### config.mk
export PLATFORM = sky130hd
export DESIGN_NAME = branch_predict_unit
export DESIGN_NICKNAME = d
export VERILOG_FILES = /design/src/rtl/frontend_pkg.sv /design/src/rtl/return_addr_stack.sv /design/src/rtl/branch_predict_unit.sv
export SDC_FILE = /design/constraint.sdc
export NUM_CORES = 1
export LEC_CHECK = 0
export CAP_MARGIN = 0
export CORE_AREA = 2 2 172 174
export CTS_BUF_LIST = sky130_fd_sc_hd__clkbuf_8
export DETAILED_ROUTE_END_ITERATION = 12
export DIE_AREA = 0 0 174 176
export PLACE_DENSITY = 0.74
export RECOVER_POWER = 100
export SLEW_MARGIN = 25
export SYNTH_ARGS = -nofsm -noshare
export SYNTH_HDL_FRONTEND = slang
export SYNTH_SLANG_ARGS = --single-unit
### constraint.sdc
create_clock -name clk -period 13.9 [get_ports clk]
set_input_delay 2.085 -clock clk [delete_from_list [all_inputs] [get_ports clk]]
set_output_delay 2.085 -clock clk [all_outputs]
set_load 0.05 [all_outputs]
### src/rtl/frontend_pkg.sv
// ----------------------------------------------------------------------------
// frontend_pkg
// Shared definitions for the MIPS fetch/decode flow-control logic:
//   - opcode / funct encodings of the flow-changing instructions
//   - default branch-history counter width and its typedef
//   - decode helpers (jr detection, taken-target computation)
// ----------------------------------------------------------------------------
package frontend_pkg;

    // Primary opcodes (instr[31:26])
    localparam logic [5:0] OP_RTYPE = 6'b000000;
    localparam logic [5:0] OP_J     = 6'b000010;
    localparam logic [5:0] OP_JAL   = 6'b000011;
    localparam logic [5:0] OP_BEQ   = 6'b000100;
    localparam logic [5:0] OP_BNE   = 6'b000101;

    // R-type funct field (instr[5:0])
    localparam logic [5:0] FN_JR    = 6'b001000;

    // Link register used by jal; jr through it is treated as a return
    localparam logic [4:0] RA_REG   = 5'd31;

    // Default branch-history counter width
    localparam int BHT_CNT_W = 2;
    typedef logic [BHT_CNT_W-1:0] bht_cnt_t;

    // True for any jr (R-type with funct JR), regardless of rs
    function automatic logic is_jr(input logic [31:0] instr);
        is_jr = (instr[31:26] == OP_RTYPE) && (instr[5:0] == FN_JR);
    endfunction

    // True for jr $31, i.e. a subroutine return
    function automatic logic is_ret(input logic [31:0] instr);
        is_ret = is_jr(instr) && (instr[25:21] == RA_REG);
    endfunction

    // Taken target of a flow instruction located at pc:
    //   j/jal    -> pseudo-direct {P4[31:28], instr_index, 00}
    //   anything else is treated as a PC-relative branch P4 + sext(imm16)*4
    // All arithmetic wraps mod 2^32.
    function automatic logic [31:0] branch_target(input logic [31:0] pc,
                                                  input logic [31:0] instr);
        logic [31:0] p4;
        logic [31:0] offset;
        p4     = pc + 32'd4;
        offset = {{14{instr[15]}}, instr[15:0], 2'b00};
        if ((instr[31:26] == OP_J) || (instr[31:26] == OP_JAL)) begin
            branch_target = {p4[31:28], instr[25:0], 2'b00};
        end else begin
            branch_target = p4 + offset;
        end
    endfunction

endpackage

### src/rtl/return_addr_stack.sv
// ----------------------------------------------------------------------------
// return_addr_stack
// Circular return-address stack. A push onto a full stack overwrites the
// oldest entry and the occupancy saturates at DEPTH; a pop on an empty stack
// is ignored. If push and pop arrive together the push wins (cannot occur
// for a single fetched instruction, but keeps behaviour defined).
// Ports:
//   clk        in   1   clock, rising edge
//   reset      in   1   synchronous, active-high; clears pointer, count, entries
//   push       in   1   write push_data on top
//   pop        in   1   discard top entry (no-op when empty)
//   push_data  in  32   return address to push
//   top        out 32   current top-of-stack value
//   empty      out  1   no valid entries
// ----------------------------------------------------------------------------
module return_addr_stack
    import frontend_pkg::*;
#(
    parameter int DEPTH = 4
) (
    input  logic        clk,
    input  logic        reset,
    input  logic        push,
    input  logic        pop,
    input  logic [31:0] push_data,
    output logic [31:0] top,
    output logic        empty
);

    localparam int PTR_W = $clog2(DEPTH);
    localparam logic [PTR_W:0]   CNT_FULL = (PTR_W+1)'(DEPTH);
    localparam logic [PTR_W:0]   CNT_ZERO = (PTR_W+1)'(0);
    localparam logic [PTR_W:0]   CNT_ONE  = (PTR_W+1)'(1);
    localparam logic [PTR_W-1:0] PTR_ONE  = PTR_W'(1);

    // sp points at the next slot to write; top lives at sp-1
    logic [31:0]      entries_q [DEPTH];
    logic [31:0]      entries_d [DEPTH];
    logic [PTR_W-1:0] sp_q;
    logic [PTR_W-1:0] sp_d;
    logic [PTR_W:0]   count_q;
    logic [PTR_W:0]   count_d;

    // Next-state computation for push / pop
    always_comb begin
        entries_d = entries_q;
        sp_d      = sp_q;
        count_d   = count_q;
        if (push) begin
            entries_d[sp_q] = push_data;
            sp_d            = sp_q + PTR_ONE;
            if (count_q != CNT_FULL) begin
                count_d = count_q + CNT_ONE;
            end else begin
                count_d = count_q;
            end
        end else if (pop && (count_q != CNT_ZERO)) begin
            sp_d    = sp_q - PTR_ONE;
            count_d = count_q - CNT_ONE;
        end else begin
            count_d = count_q;
        end
    end

    // State registers with synchronous reset
    always_ff @(posedge clk) begin
        if (reset) begin
            for (int i = 0; i < DEPTH; i++) begin
                entries_q[i] <= 32'd0;
            end
            sp_q    <= '0;
            count_q <= CNT_ZERO;
        end else begin
            entries_q <= entries_d;
            sp_q      <= sp_d;
            count_q   <= count_d;
        end
    end

    assign top   = entries_q[sp_q - PTR_ONE];
    assign empty = (count_q == CNT_ZERO);

endmodule

### src/rtl/branch_predict_unit.sv
// ----------------------------------------------------------------------------
// branch_predict_unit
// Fetch-stage next-PC predictor and decode-stage resolver for a MIPS pipeline
// without delay slots.
//   Fetch  : beq/bne use a BHT of saturating counters, j/jal are always taken
//            to their direct target, jr $31 is predicted from a speculative
//            return-address stack. Prediction is purely combinational.
//   Decode : the instruction in decode is resolved against its real outcome;
//            a difference from the PC predicted at fetch raises redirect.
// Ports:
//   clk, reset               clock and synchronous active-high reset
//   stall                    freeze BHT and RAS this cycle
//   fetch_pc, fetch_instr    instruction being fetched
//   pred_taken, pred_pc      prediction for it
//   res_valid, res_pc, res_instr, res_pred_pc, res_eq, res_vs
//                            instruction in decode, its prediction, and operands
//   redirect, redirect_pc    misprediction flag and correct next PC
// ----------------------------------------------------------------------------
module branch_predict_unit
    import frontend_pkg::*;
#(
    parameter int BHT_ENTRIES = 16,
    parameter int CNT_W       = BHT_CNT_W,
    parameter int CNT_INIT    = 2,
    parameter int RAS_DEPTH   = 4
) (
    input  logic        clk,
    input  logic        reset,
    input  logic        stall,
    input  logic [31:0] fetch_pc,
    input  logic [31:0] fetch_instr,
    output logic        pred_taken,
    output logic [31:0] pred_pc,
    input  logic        res_valid,
    input  logic [31:0] res_pc,
    input  logic [31:0] res_instr,
    input  logic [31:0] res_pred_pc,
    input  logic        res_eq,
    input  logic [31:0] res_vs,
    output logic        redirect,
    output logic [31:0] redirect_pc
);

    localparam int IDX_W = $clog2(BHT_ENTRIES);
    localparam logic [CNT_W-1:0] CNT_MAX  = {CNT_W{1'b1}};
    localparam logic [CNT_W-1:0] CNT_ZERO = CNT_W'(0);
    localparam logic [CNT_W-1:0] CNT_ONE  = CNT_W'(1);
    localparam logic [CNT_W-1:0] CNT_RST  = CNT_W'(CNT_INIT);

    // ------------------------------------------------------------------
    // Branch history table
    // ------------------------------------------------------------------
    logic [CNT_W-1:0] bht_q [BHT_ENTRIES];
    logic [CNT_W-1:0] bht_d [BHT_ENTRIES];

    // ------------------------------------------------------------------
    // Fetch-side decode
    // ------------------------------------------------------------------
    logic [5:0]       fetch_op_s;
    logic [31:0]      fetch_p4_s;
    logic [31:0]      fetch_target_s;
    logic [IDX_W-1:0] fetch_idx_s;
    logic             fetch_is_ret_s;

    assign fetch_op_s     = fetch_instr[31:26];
    assign fetch_p4_s     = fetch_pc + 32'd4;
    assign fetch_target_s = branch_target(fetch_pc, fetch_instr);
    assign fetch_idx_s    = fetch_pc[IDX_W+1:2];
    assign fetch_is_ret_s = is_ret(fetch_instr);

    // RAS interface
    logic        ras_push_s;
    logic        ras_pop_s;
    logic [31:0] ras_top_s;
    logic        ras_empty_s;

    // Next-PC prediction for the fetched instruction
    always_comb begin
        pred_taken = 1'b0;
        pred_pc    = fetch_p4_s;
        case (fetch_op_s)
            OP_BEQ, OP_BNE: begin
                // BHT read sees the pre-update value on a same-cycle write
                pred_taken = bht_q[fetch_idx_s][CNT_W-1];
                if (bht_q[fetch_idx_s][CNT_W-1]) begin
                    pred_pc = fetch_target_s;
                end else begin
                    pred_pc = fetch_p4_s;
                end
            end
            OP_J, OP_JAL: begin
                pred_taken = 1'b1;
                pred_pc    = fetch_target_s;
            end
            OP_RTYPE: begin
                if (fetch_is_ret_s && !ras_empty_s) begin
                    pred_taken = 1'b1;
                    pred_pc    = ras_top_s;
                end else begin
                    pred_taken = 1'b0;
                    pred_pc    = fetch_p4_s;
                end
            end
            default: begin
                pred_taken = 1'b0;
                pred_pc    = fetch_p4_s;
            end
        endcase
    end

    // ------------------------------------------------------------------
    // Decode-side resolution
    // ------------------------------------------------------------------
    logic [5:0]       res_op_s;
    logic [31:0]      res_p4_s;
    logic [31:0]      res_target_s;
    logic [IDX_W-1:0] res_idx_s;
    logic [31:0]      actual_pc_s;
    logic             res_is_br_s;
    logic             res_br_taken_s;

    assign res_op_s     = res_instr[31:26];
    assign res_p4_s     = res_pc + 32'd4;
    assign res_target_s = branch_target(res_pc, res_instr);
    assign res_idx_s    = res_pc[IDX_W+1:2];

    // Architecturally correct next PC of the decode instruction
    always_comb begin
        actual_pc_s    = res_p4_s;
        res_is_br_s    = 1'b0;
        res_br_taken_s = 1'b0;
        case (res_op_s)
            OP_BEQ: begin
                res_is_br_s    = 1'b1;
                res_br_taken_s = res_eq;
                actual_pc_s    = res_eq ? res_target_s : res_p4_s;
            end
            OP_BNE: begin
                res_is_br_s    = 1'b1;
                res_br_taken_s = !res_eq;
                actual_pc_s    = res_eq ? res_p4_s : res_target_s;
            end
            OP_J, OP_JAL: begin
                actual_pc_s = res_target_s;
            end
            OP_RTYPE: begin
                if (is_jr(res_instr)) begin
                    actual_pc_s = res_vs;
                end else begin
                    actual_pc_s = res_p4_s;
                end
            end
            default: begin
                actual_pc_s = res_p4_s;
            end
        endcase
    end

    // Misprediction detection; quiet while idle or in reset
    always_comb begin
        redirect    = 1'b0;
        redirect_pc = 32'd0;
        if (res_valid && !reset) begin
            redirect    = (actual_pc_s != res_pred_pc);
            redirect_pc = actual_pc_s;
        end else begin
            redirect    = 1'b0;
            redirect_pc = 32'd0;
        end
    end

    // ------------------------------------------------------------------
    // BHT training
    // ------------------------------------------------------------------
    logic             bht_we_s;
    logic [CNT_W-1:0] cur_cnt_s;

    assign bht_we_s  = res_valid && res_is_br_s && !stall;
    assign cur_cnt_s = bht_q[res_idx_s];

    // Saturating counter update toward the resolved direction
    always_comb begin
        bht_d = bht_q;
        if (bht_we_s) begin
            if (res_br_taken_s) begin
                if (cur_cnt_s != CNT_MAX) begin
                    bht_d[res_idx_s] = cur_cnt_s + CNT_ONE;
                end else begin
                    bht_d[res_idx_s] = cur_cnt_s;
                end
            end else begin
                if (cur_cnt_s != CNT_ZERO) begin
                    bht_d[res_idx_s] = cur_cnt_s - CNT_ONE;
                end else begin
                    bht_d[res_idx_s] = cur_cnt_s;
                end
            end
        end else begin
            bht_d[res_idx_s] = cur_cnt_s;
        end
    end

    // BHT registers; reset returns every counter to its initial bias
    always_ff @(posedge clk) begin
        if (reset) begin
            for (int i = 0; i < BHT_ENTRIES; i++) begin
                bht_q[i] <= CNT_RST;
            end
        end else begin
            bht_q <= bht_d;
        end
    end

    // ------------------------------------------------------------------
    // Speculative return-address stack, driven from fetch.
    // A redirect means the fetched instruction is wrong-path, so its
    // push/pop is dropped; no other repair is attempted.
    // ------------------------------------------------------------------
    assign ras_push_s = !stall && !redirect && (fetch_op_s == OP_JAL);
    assign ras_pop_s  = !stall && !redirect && fetch_is_ret_s;

    return_addr_stack #(
        .DEPTH (RAS_DEPTH)
    ) u_ras (
        .clk       (clk),
        .reset     (reset),
        .push      (ras_push_s),
        .pop       (ras_pop_s),
        .push_data (fetch_p4_s),
        .top       (ras_top_s),
        .empty     (ras_empty_s)
    );

endmodule

* Word level (Yosys, flattened, before mapping) *
Cells that the tools add are included.

storage, ports and cells
  input bits = 197
  output and inout port bits = 66
  word-level logic and storage cells = 129
  register bits after elaboration = 165

cells by class
  bitwise operators = 4
  reduce and logical (&&, ||, !) cells = 31
  eq/ne operators = 15
  order comparisons = 6
  $add $sub $neg = 10
  multiplexer cells = 41

operator list
  kind                   count
  $mux 32                15
  $bwmux 128             1
  $pmux 32 s4            1
  $bwmux 32              3
  $pmux 32 s3            1
  $add 32x3->32 const B  2
  $add 32x32->32         2
  $bmux 32 s2            1
  $demux 32 s2           1
  $ne 32x32->1           1
  $eq 6x2->1 const B     4
  $eq 6x3->1 const B     4
  $bmux 2 s4             2
  $mux 2                 7
  $logic_and 1x1->1      13
  $eq 6x4->1 const B     2
  $logic_not 6->1        2
  $ge 5x5->1 const B     2
  $not 4->5              2
  $mux 3                 3
  $demux 2 s4            1
  $reduce_or 2->1        4
  $ge 3x3->1 const B     2
  $not 2->3              2
  19 further kinds       29

* Logic depth before layout (Yosys ltp) *
  word-level depth = 13
  gate-level depth with buffers = 27
  depth with buffers taken out = 24

* Modules after synthesis *
From an unflattened synthesis, not the netlist that was laid out.

unflattened totals
  cells, all modules = 1832
  area, all modules = 14003.4 sq um

by module, submodules not included
  module               area each (sq um)  seq. area each (sq um)  instances  cells each
  branch_predict_unit  8429.3             640.6                   1          1191
  return_addr_stack    5574.1             2662.6                  1          641

* Worst setup path before layout *
OpenSTA, ideal clock, no wires.

  kind = in2out
  start = input port res_pc[2]
  end = output port redirect
  setup slack = 4.765 ns
  required time = 11.815 ns
  path buffers = 3
  arrival time = 7.050 ns
  stages = 20
  cells stage by stage = ha_1 > nand3_2 > or4_1 > clkbuf_1 > xor2_1 > inv_1 > ha_1 > clkbuf_1 > o2111ai_1 > a311o_1 > a2111o_1 > a31o_2 > a21oi_1 > nor4_1 > o31ai_1 > xor2_1 > or4_1 > or4_1 > buf_6 > and2_1

on the way
  longest elaborated chain between the ends = 7
  elaborated cells on any way between the ends = 9
  classes of those cells = 2 x add/sub; 1 x eq/ne; 6 x mux

RTL lines
  what                               line                                                    text
  start: declaration                 branch_predict_unit.sv:35                               input logic [31:0] res_pc,
  $add 32x3->32 *                    frontend_pkg.sv:45, branch_predict_unit.sv:123
  $add 32x32->32                     frontend_pkg.sv:50                                      branch_target = p4 + offset;
  $mux 32                            frontend_pkg.sv:47                                      if ((instr[31:26] == OP_J) || (instr[31:26] == OP_JAL)) begin
  $mux 32, on equally long branches  branch_predict_unit.sv:141, branch_predict_unit.sv:136
  $pmux 32 s4 *                      branch_predict_unit.sv:132                              case (res_op_s)
  $ne 32x32->1 *                     branch_predict_unit.sv:164                              redirect = (actual_pc_s != res_pred_pc);
  $mux 1 *                           branch_predict_unit.sv:163                              if (res_valid && !reset) begin
  end: declaration                   branch_predict_unit.sv:40                               output logic redirect,

Every way passes the cells marked *; elsewhere a longest branch is shown, timed or not.

* Worst setup path in the final report *
Same ends and word-level chain as after synthesis.

==> flow_summary.yaml <==
power_and_ir_drop:
  p_leak_nw: 6.308
  power.density_mw_per_mm2: 68.48
  vdd_drop_max_v: 0.00006098
logic_synthesis:
  synth_nets: 1979
  synth_mux_area_share_pct: 17.08
  synth_top_family_by_area: "compound AO/OA/AOI/OAI gates"
  synth_compound_area_share_pct: 21.02
  ys_seq_elements: 165
  synthCells: 1706
  async_flop_share_pct: 0
  synth_xor_xnor_area_share_pct: 6.399
  ys_dominant_reg_cell: "dfxtp_1"
  synth-simple-area-share_pct: 20.97
  synth_edf_count: 0
  ys_types: 83
  netlist_area_sq_mm: 0.01423
  yosys_warnings: 0
  ys_seq_area_share_pct: 23.21
  postSynthAreaPerCell_sq_um: 8.343
  synth-adder-area-share_pct: 6.839
sta:
  grt_setup_unrepaired: "no"
  worstMarginPinSlew_ns: 2.882
  drv_slew: 155
  setup_viol: 0
  finalCritPeriodShare_pct: 86.18
  tns_ns: 0
  period_needed_ns: 11.98
  slew_headroom_pct: -92.17
  fin_worst_skew_ns: 0.01454
  final-hold-violation-count: 0
  fmax_ghz: 0.08348
setup_path:
  crit_required_ns: 11.81
  path_common_cell: "or4_1"
  worst-setup-path-type: "in -> out"
  worstPathArrival_ns: 9.89
  cp-start-kind: "input pin"
  end_kind: "output pin"
  critical_path.cell_chain: "dlygate4sd3_1 -> ha_1 -> nand3_1 -> or4_1 -> xor2_1 -> inv_1 -> ha_1 -> o2111ai_1 -> a311o_1 -> a2111o_1 -> and3_1 -> mux2i_1 -> o2111ai_1 -> a2111oi_2 -> nand4_1 -> or4_1 -> or4_1 -> and2_1 -> dlygate4sd3_1"
  crit_fanout: 15
  cp_slowest_cell: "dlygate4sd3_1"
  cp_slowest_stage_delay_ns: 1.10
  r2r_slack_ns: 9.87
floorplanning:
  ios: 263
  core_sq_mm: 0.02855
  die_x_um: 174
  die_h_um: 176
  rows: 62
  initial_core_util_pct: 49.86
  die_area_sq_mm: 0.03062
cts:
  cts_setup_buffers: 0
  clk_path_buf_depth: 2
  clk_latency_ns: 0.46
  ctsHoldBuffers: 0
  cts_tree: "yes"
  htree_num_levels: 4
  cts_inserted_buffers: 17
  root_buffer: "clkbuf_8"
  cts_sinks: 165
  clk_pin_slew_ns: 0.09
  ctsResizeCount: 0
global_route:
  grt_antenna_before_repair: 0
  grt_pass1_vias: 13889
  overflow: 0
  grt_first_pass_wirelength_um: 73440
  grt_max_degree: 100
  track_usage_pct: 29.75
hold_path:
  min_path_type: "reg -> reg"
drt:
  vias: 14386
  drcViolationCount: 0
  dr.pass1.iters: 7
  drtAntennaViolNets: 0
  wirelength_um: 46530
  drt-vias-per-instance: 6.239
  dr.first_iter.drc_count: 1514
  routedWlPerCell_um: 20.18
layout:
  final_nets: 2185
  postLayoutCoreUtil_pct: 60.63
  syn2layout_area_growth_pct: 21.60
  antenna_cells: 0
  fin_cells: 2306
  drive_gt1_share_pct: 6.035
run:
  drv_cap: 5
outcome:
  status: "complete, but fails checks"
  violations: "max-capacitance violations, max-slew violations"
place:
  port_buffers: 262
  dp_hpwl_um: 35020
  placed_cells: 2277
  globalplace.congestion: 0.9701
[routing by layer]
layer  GRT usage (%)  up-vias  part of all wire (%)
met5               0        -                     0
met4           11.52        0                   3.6
met3           5.469      122                   7.5
met2           49.80      647                    46
met1           38.19     6846                    43
li1                -     6771                     -
[worst max-delay path: cells and delay by family]
family	cells	cell delay, ns
XOR/XNOR	1	0.26
AO/OA/AOI/OAI	5	1.32
AND/OR/NAND/NOR	7	3.13
buffers and inverters	3	1.96
adder cells (fa/ha/maj)	2	0.86
multiplexers	1	0.26
[cells in the mapped netlist (28+ instances only)]
master / number / area, sq um
ha_1: 73 / 913.4
mux2i_1: 136 / 1361
xnor2_1: 63 / 551.8
a21o_1: 28 / 210.2
nand3_1: 46 / 230.2
clkbuf_1: 70 / 262.8
a21oi_1: 88 / 440.4
dfxtp_1: 165 / 3303
inv_1: 47 / 176.4
o21ai_0: 71 / 355.3
a222oi_1: 35 / 350.3
nand2_1: 116 / 435.4
xor2_1: 41 / 359.1
mux4_2: 47 / 1059
nor3_1: 35 / 175.2
nor2_1: 254 / 953.4
[where the power goes]
part           internal (mW)  switching [mW]  total (mW)
clock network          0.123           0.175       0.298
logic                  0.168           0.244       0.412
registers              0.474         0.00148       0.476
[kinds of logic (layout without fill, tap and decap cells)]
family / after synthesis / after routing
mux: 184 / 184
simple gates: 626 / 626
buf+inv: 142 / 358
fa+ha+maj: 76 / 76
flops: 165 / 165
compound gates: 409 / 409
xor+xnor: 104 / 104
[path summary, 6_finish.rpt]
path                       from                  end  cells after the start
setup / recovery      res_pc[2]             redirect                     19
hold / removal        bht_q[13]            bht_q[13]                      1
setup reg to reg  u_ras.sp_q[0]  u_ras.entries_q[19]                      7
hold reg to reg       bht_q[13]            bht_q[13]                      1
[state kept, by name, summed over array words and instances, names as in the netlist]
name	count
bht_q	32
u_ras.count_q	3
u_ras.entries_q	128
u_ras.sp_q	2
[area by class of cell]
| cell class | count | area (sq um) |
|---|---|---|
| fillers | 2606 | 11240 |
| repair buffers | 282 | 2748 |
| flip-flops and latches | 165 | 3304 |
| multi-input cells | 1399 | 10280 |
| clock inverters | 11 | 66.31 |
| inverters | 47 | 176.4 |
| clock buffers | 18 | 247.7 |
| well taps | 384 | 480.5 |
[cell usage in the layout (no fill, tap or decap), types with 41 or more instances in the layout]
master / synthesis / routed
xor2_1: 41 / 41
xnor2_1: 63 / 63
inv_1: 47 / 49
a21oi_1: 88 / 88
clkdlybuf4s50_1: 0 / 196
ha_1: 73 / 73
dlygate4sd3_1: 0 / 65
mux4_2: 47 / 47
nand2_1: 116 / 116
dfxtp_1: 165 / 164
nor2_1: 254 / 254
o21ai_0: 71 / 71
mux2i_1: 136 / 136
nand3_1: 46 / 47
[metrics by stage]
step           instance area (sq um)  setup WS (ns)  power (mW)  hold WS, ns
3_5_place_dp                   17030          2.218      0.8946       0.4703
6_report                       17310          1.921       1.185       0.4857
4_1_cts                        17340          2.203       1.188       0.4913
3_3_place_gp                   17030          2.364      0.8906       0.4602
5_1_grt                        17310          1.435       1.240       0.5158
2_1_floorplan                  14230          4.765      0.7394       0.4473
(Power assumes the default switching activity.)
==> patch, RTL diff (same flow settings) <==
`BHT_CNT_W`: 2 -> 3.
--- a/src/rtl/frontend_pkg.sv
+++ b/src/rtl/frontend_pkg.sv
@@ -21,7 +21,7 @@
     localparam logic [4:0] RA_REG   = 5'd31;
 
     // Default branch-history counter width
-    localparam int BHT_CNT_W = 2;
+    localparam int BHT_CNT_W = 3;
     typedef logic [BHT_CNT_W-1:0] bht_cnt_t;
 
     // True for any jr (R-type with funct JR), regardless of rs
Function: changed (Yosys sat finds a counterexample within 4 cycles, from zero or initial values and one cycle with reset high).
==> patch against the unedited design <==
  * The run still ends with max-capacitance violations, max-slew violations left
  * Highest routed layer is now met5
  * Via count grew 11%
  * Wire length grew 17%
  * Area after synthesis increased by 7.3%
  * Utilization grew 3.9 points
  * Total power grew 9.5%
  * Sequential cell count is 16 higher
  * Critical endpoint is now u_ras.entries_q[38]
  * Synthesized cell count increased by 10%
  * Design area grew 6.4%
  * Worst setup slack worse by 0.057 ns
  * Largest power group unchanged
==> patch: results (changes against the unedited design) <==
Worst Tran Pin Value -> 2.87 ns (was 2.88 ns)
Worst Setup SP -> res_pc[3] (was res_pc[2])
Largest net degree at the start of global routing -> 64 (was 100)
Top cells by area in the synthesized netlist -> dfxtp_1 24%, mux2i_1 9.1%, mux4_2 7.7% (was dfxtp_1 23%, mux2i_1 9.6%, mux4_2 7.4%)
Fin Hold WS -> 0.461 ns (was 0.486 ns)
Layout Cells excl Fill -> 2471 (was 2306)
R2r setup slk -> 9.64 ns (was 9.87 ns)
GR Util met1 -> 47.3% (was 38.2%)
Syn Area/Cell -> 8.12 um2 (was 8.34 um2)
Status -> finished, violations left (unchanged)
End point of the worst hold path -> u_ras.entries_q[1] (was bht_q[13])
Worst hold path startpoint -> u_ras.entries_q[1] (was bht_q[13])
Post-DP HPWL -> 41600 um (was 35000 um)
Slew Limit Fails -> 78 (was 155)
CP endpoint -> u_ras.entries_q[38] (was redirect)
Vias in the first global route -> 15400 (was 13900)
Hold depth -> 2 (was 1)
Pleak -> 7.41 nW (was 6.31 nW)
Met2 Track Usage GR -> 55.9% (was 49.8%)
Slowest CP cell -> o41ai_1 (was dlygate4sd3_1)
Synth unique cells -> 84 (was 83)
Tot GR Track Use -> 34.7% (was 29.8%)
R2R depth -> 6 (was 7)
FF-to-FF End -> u_ras.entries_q[16] (was u_ras.entries_q[19])
Top delay family on crit path -> compound AO/OA/AOI/OAI gates (was simple AND/OR/NAND/NOR gates)
Final worst slack -> 1.86 ns (was 1.92 ns)
DR iter-0 viols -> 1790 (was 1514)
# Max-Cap Violations -> 4 (was 5)
Most common library cells after synthesis -> 304 x nand2_1, 181 x dfxtp_1, 139 x mux2i_1, 127 x nor2_1, 108 x a21oi_1 (was 254 x nor2_1, 165 x dfxtp_1, 136 x mux2i_1, 116 x nand2_1, 88 x a21oi_1)
Setup slack at placement -> 3.02 ns (was 2.22 ns)
Violated checks -> max-capacitance violations, max-slew violations (unchanged)
Multiplexer share of the synthesized area -> 17.2% (was 17.1%)
Worst-Skew Late Latency -> 0.48 ns (was 0.46 ns)
Internal power -> 0.000844 W (was 0.000764 W)
CP max stage delay -> 1.93 ns (was 1.10 ns)
[patch: per-layer routing]
metal  wire length, um  vias to the layer above
li1                  -                     7391
met4              1570                        2
met5                11                        -
met3              4550                      127
met2             24700                      786
met1             23400                     7720
[patch: area by class of cell]
type / count / area (um2) / area share (%)
multi-input cells: 1539 / 10900 / 59.5
well taps: 384 / 480 / 2.61
flip-flops and latches: 181 / 3620 / 19.7
inverters: 49 / 186 / 1.01
clock buffers: 20 / 275 / 1.50
clock inverters: 12 / 105 / 0.571
repair buffers: 286 / 2790 / 15.1
[patch: kinds of logic after synthesis]
| logic type | Yosys count |
|---|---|
| AOI/OAI and AO/OA | 440 |
| DFF | 181 |
| adders and majority gates | 78 |
| xor gates and xnor gates | 100 |
| buffers and inverters | 161 |
| muxes | 197 |
| and+or+nand+nor | 724 |
[patch: tightest hold or removal path: cells and delay by family, from the launching register on]
family | cells | cell delay (ns)
flops | 1 | 0.32
mux | 1 | 0.05
simple gates | 1 | 0.05
